[config.mk]
export PLATFORM = sky130hd
export DESIGN_NAME = serm
export DESIGN_NICKNAME = d
export VERILOG_FILES = /design/src/rtl/serm.sv
export SDC_FILE = /design/constraint.sdc
export NUM_CORES = 1
export LEC_CHECK = 0
export ABC_CLOCK_PERIOD_IN_PS = 1690
export CAP_MARGIN = 20
export CELL_PAD_IN_SITES_DETAIL_PLACEMENT = 1
export CELL_PAD_IN_SITES_GLOBAL_PLACEMENT = 1
export CORE_MARGIN = 4
export CORE_UTILIZATION = 40
export CTS_CLUSTER_DIAMETER = 40
export DETAILED_ROUTE_END_ITERATION = 10
export PLACE_DENSITY = 0.86
export SKIP_CTS_REPAIR_TIMING = 1
export SYNTH_ARGS = -nofsm -noshare
export SYNTH_HDL_FRONTEND = slang
export SYNTH_SLANG_ARGS = --single-unit
[constraint.sdc]
create_clock -name clk -period 1.69 [get_ports clk]
set_clock_uncertainty 0.15 [all_clocks]
set_input_delay 0.338 -clock clk [delete_from_list [all_inputs] [get_ports clk]]
set_output_delay 0.338 -clock clk [all_outputs]
set_load 0.005 [all_outputs]
[src/rtl/serm.sv]
// Parallel-to-serial word player for the bit-serial SHA-256 datapath.
// One-word skid register feeds a shift register that emits one bit per bclk fall.
module serm #(
    parameter int w_word    = 32,
    parameter bit lsb_first = 1'b1
) (
    input  logic              clk,
    input  logic              rst_n,
    input  logic              bclk,
    input  logic [w_word-1:0] in_data,
    input  logic              in_valid,
    output logic              in_ready,
    output logic              out,
    output logic              out_valid,
    output logic              out_first,
    output logic              out_last
);
    localparam int CW = $clog2(w_word + 1);
    localparam logic [CW-1:0] LOAD_CNT = CW'(w_word - 1);
    localparam logic [CW-1:0] ONE      = CW'(1);

    logic              bclk_prev;
    logic              fall;
    logic              accept;
    logic              hold_full;
    logic [w_word-1:0] hold;
    logic [w_word-1:0] sh;
    logic [CW-1:0]     cnt;

    logic              sh_head;
    logic              hold_head;
    logic [w_word-1:0] sh_rest;
    logic [w_word-1:0] hold_rest;

    assign fall     = bclk_prev & ~bclk;
    assign in_ready = ~hold_full;
    assign accept   = in_valid & ~hold_full;

    // Bit order is fixed at elaboration: head is the bit played next, rest is what remains.
    generate
        if (lsb_first) begin : g_lsb
            assign sh_head   = sh[0];
            assign hold_head = hold[0];
            assign sh_rest   = {1'b0, sh[w_word-1:1]};
            assign hold_rest = {1'b0, hold[w_word-1:1]};
        end else begin : g_msb
            assign sh_head   = sh[w_word-1];
            assign hold_head = hold[w_word-1];
            assign sh_rest   = {sh[w_word-2:0], 1'b0};
            assign hold_rest = {hold[w_word-2:0], 1'b0};
        end
    endgenerate

    always_ff @(posedge clk or negedge rst_n) begin
        if (!rst_n) begin
            bclk_prev <= 1'b0;
            hold_full <= 1'b0;
            hold      <= '0;
            sh        <= '0;
            cnt       <= '0;
            out       <= 1'b0;
            out_valid <= 1'b0;
            out_first <= 1'b0;
            out_last  <= 1'b0;
        end else begin
            bclk_prev <= bclk;
            if (accept) begin
                hold      <= in_data;
                hold_full <= 1'b1;
            end
            // accept and the load below are exclusive: accept needs hold_full low, load needs it high
            if (fall) begin
                if (cnt != '0) begin
                    out       <= sh_head;
                    sh        <= sh_rest;
                    cnt       <= cnt - ONE;
                    out_valid <= 1'b1;
                    out_first <= 1'b0;
                    out_last  <= (cnt == ONE);
                end else if (hold_full) begin
                    out       <= hold_head;
                    sh        <= hold_rest;
                    cnt       <= LOAD_CNT;
                    hold_full <= 1'b0;
                    out_valid <= 1'b1;
                    out_first <= 1'b1;
                    out_last  <= 1'b0;
                end else begin
                    out       <= 1'b0;
                    out_valid <= 1'b0;
                    out_first <= 1'b0;
                    out_last  <= 1'b0;
                end
            end
        end
    end
endmodule

# [Word-level counts from Yosys, hierarchy flattened]
# Index checks and enable logic that the tools add are counted.
[totals] output_inout_bits=5 inputBits=36 register_bits=76 elab_cells=32
[op_classes] n_mux=14 reduce_logical=3 bitwise_logic=4 n_addsub=1 eq_ne=1
[ops] cell="32-bit 2-to-1 mux" count=2
[ops] cell="6-bit 2-to-1 mux" count=2
[ops] cell="1-bit 2-to-1 mux" count=10
[ops] cell="6-bit by 1-bit == test with 1-bit output, second input constant" count=1
[ops] cell="6-bit nonzero test" count=1
[ops] cell="6-bit by 1-bit subtractor with 6-bit output, second input constant" count=1
[ops] cell="1-bit bitwise AND" count=2
[ops] cell="1-bit inverter" count=2
[ops] cell="2-bit AND reduction" count=1
[ops] cell="2-bit nonzero test" count=1

# [Depth between registers and ports, before layout]
[logic_depth] word_depth=6 mapped_depth=6 depth_no_buf=5

# [Least setup slack after synthesis]
# OpenSTA, ideal clock, no wires.
[synth_path] path_kind="register -> register" from="register cnt[2]" to="register cnt[1]" setup_time_ns=0.079 synth_period_minus_slack_ns=1.857 setup_slack_ns=-0.167 t_required_ns=1.461 arrival_ns=1.628 path_buffers=2 stages_incl_launch_ff=6 cell_sequence="dfrtp_1 or3_1 buf_6 o31ai_4 buf_6 mux2i_1"
[synth_between] elab_chain_cells=3 word_cells_on_any_way=4 classes_between="mux: 1; reduce/logical: 3"
[synth_lines] element="start, declared" line="28" source="logic [CW-1:0] cnt;"
[synth_lines] element="start signal, assigned" line="76" source="cnt <= cnt - ONE;"
[synth_lines] element="6-bit nonzero test (*)" line="73" source="if (cnt != '0) begin"
[synth_lines] element="2-bit nonzero test (no source line)"
[synth_lines] element="2-bit AND reduction (no source line)"
# Mark *: on every way between the ends. The rest lies on a longest branch, timed or not.
# A chain may end at the register's enable or synchronous reset.

# [Final worst setup path]
[layout_path] from="register cnt[1]" to="register sh[4]"
[layout_between] elab_chain_cells=3 word_cells_on_any_way=4 classes_between="mux: 1; reduce/logical: 3"
[layout_lines] element="6-bit nonzero test (*)" line="73"
[layout_lines] element="2-bit nonzero test (no source line)"
[layout_lines] element="2-bit AND reduction (no source line)"
[layout_lines] element="end signal, assigned" line="75" source="sh <= sh_rest;"
[layout_lines] element="end signal, assigned" line="82" source="sh <= hold_rest;"
[layout_lines] element="end, declared" line="27" source="logic [w_word-1:0] sh;"
# Marks and branches as above.

==> metrics <==
Cell Area, Synth=3360 um^2; switching power=2810 uW; syn avg cell area=11.2 um^2; final-report hold violation count=0; switching share of power=0.379; DRC=0; First DRT Iteration DRCs=159; status=finished with violations; initial antenna violation count=0; synthesis-stage register bit count=75; kind of critical path=reg2reg; gr usage total=0.188; CTS tree=done; layout cell share with drive strength beyond 1=0.428; Final setup viols=38; DR vias/cell=5.80; Avg WL per Cell=23.8 um; Seq/Total Area, Yosys=0.558; most frequent cells in the layout=dfrtp_1 (74), nor2_1 (35), clkdlybuf4s50_1 (34), inv_1 (33), mux2_2 (32); max-cap violations=0; Clock power frac=0.193; unrepaired setup endpoints after global routing=yes; placed cell area=4120 um^2; Logic pwr share=0.375; Peak VDD IR=676 uV; Nets=408; placed cell count=448; Fin Hold WS=243 ps; clk sinks=75; Design Area, Final=4910 um^2; largest net degree at the start of global routing=36; ant diodes=0; commonest non-fill, non-tap cell in the layout=dfrtp_1; synth warn=0; Leak=0.00214 uW; Worst Reg-to-Reg Cells=7; fillers=824; clk slew on worst S/H paths=90 ps; gr ovfl total=0; max-slew violations=0; Inserted Clock Buffers=9; Die Y-Extent=99.7 um; H-tree depth=3; total wire length=11400 um; Syn Inst Count=300; First-pass DRT Iterations=4; die width=99.7 um; cell area power density=1510 nW/um^2; CTS max path bufs=2; Worst Setup SP=cnt[1]; via count=2777; min cycle time layout=2010 ps; worst slew pin tran=578 ps; Hold Path Class=in2async; post-synthesis net count=338; pre-CTS setup slack=-340 ps; CP Max Fanout=21; Port Buffers=40; worst skew pair latency=360 ps; Int Pwr=4600 uW; vias in the first global route=2892; CP Data Required Time=1760 ps; final worst-path cycle share=1.19; Seq pwr share=0.433; die area=9940 um^2; Critical Path Sink Type=flip-flop; RePlAce Congestion=0.800; core footprint=8220 um^2; detailed placement HPWL=5710 um; post-route setup slack=-320 ps; max frequency=497 MHz; failing checks=setup timing; num ports=41; Routed Antenna Nets=0; Rows=33; Rel. slew slack=0.610; reg2reg start=cnt[1]; synth unique cells=29; first-pass GRT wire length=14600 um; Post-Layout Cell Count=479; final setup TNS=-4450 ps; Starting Density=0.409; Worst EP arrival=2080 ps; Critical Path Source Type=flip-flop; Root Buffer=clkbuf_8; Syn-to-layout area delta=46.1%
[per-stage QoR]
stage | total power, uW | util
after floorplan | 4270 | -
after global placement | 4930 | 0.501
after detailed placement | 5160 | 0.501
after CTS | 6580 | 0.524
after global routing | 7790 | 0.598
final | 7410 | 0.598
[critical path: stages (launching register included)]
cell and delay, ps:
dfrtp_1 410, inv_2 90, ha_4 170, buf_6 100, nand3b_1 190, buf_8 260, nor4_1 420, a221oi_2 90
[cells by family (layout without fill, tap and decap cells)]
| kind of cell | count (synthesis) | count (layout) | share of synthesized area |
|---|---|---|---|
| xor gates and xnor gates | 1 | 1 | 0.00260 |
| DFF | 75 | 75 | 0.558 |
| AOI/OAI and AO/OA | 40 | 40 | 0.105 |
| and+or+nand+nor | 84 | 84 | 0.126 |
| muxes | 37 | 37 | 0.123 |
| adders and majority gates | 2 | 2 | 0.00744 |
| buffers and inverters | 61 | 135 | 0.0785 |
[area by class of cell]
cell class	count	area, um^2	area share
inverters	35	131	0.0267
clock buffers	9	124	0.0252
flip-flops and latches	75	1880	0.382
multi-input cells	164	1670	0.340
clock inverters	6	66.3	0.0135
repair buffers	85	912	0.186
well taps	105	131	0.0267
[registers in the layout, indices dropped and copies added, names as in the netlist]
name,flops
out_first,1
hold,32
hold_full,1
out_last,1
out,1
bclk_prev,1
cnt,6
sh,31
out_valid,1
[routing by layer]
metal,GRT usage,vias up,part of all wire
met2,0.333,92,0.55
met1,0.221,1435,0.38
met4,0.0704,0,0.033
li1,-,1224,-
met5,0,-,0
met3,0.0442,26,0.037
[power groups by stage]
| stage | Combinational (uW) | Clock (uW) | Sequential, uW |
|---|---|---|---|
| 2_1_floorplan | 1360 | 0 | 2910 |
| 3_3_place_gp | 1910 | 0 | 3030 |
| 3_5_place_dp | 2070 | 0 | 3080 |
| 4_1_cts | 2100 | 1420 | 3070 |
| 5_1_grt | 3000 | 1510 | 3280 |
| 6_report | 2780 | 1430 | 3200 |
[synth_stat cells]
master,number,area share
a31oi_1,1,0.0019
clkbuf_1,18,0.020
nand2b_1,2,0.0037
nor3_1,3,0.0045
nand2_1,3,0.0033
or3_1,1,0.0019
nand3_1,2,0.0030
mux2_1,1,0.0033
a32o_1,1,0.0030
xnor2_1,1,0.0026
a221oi_1,30,0.078
mux2_2,33,0.11
buf_2,4,0.0060
nor2_1,36,0.040
mux2i_1,3,0.0089
a22o_1,1,0.0026
ha_1,2,0.0074
nand4_1,1,0.0019
nand3b_1,2,0.0045
o31ai_4,1,0.0063
a41oi_1,1,0.0026
nor4_1,31,0.058
o311ai_0,1,0.0026
dfrtp_1,75,0.56
o21ai_0,2,0.0030
buf_6,4,0.013
nor2b_1,3,0.0056
inv_1,35,0.039
a22oi_1,2,0.0045
[worst paths after layout]
kind	end	slack, ps
max	sh[4]	-320
min	sh[5]	240
max reg2reg	sh[4]	-320
min reg2reg	out_valid	350
max in group asynchronous	hold[28]	600
min in group clk	out_valid	350
Power figures use the tool's default switching activity.
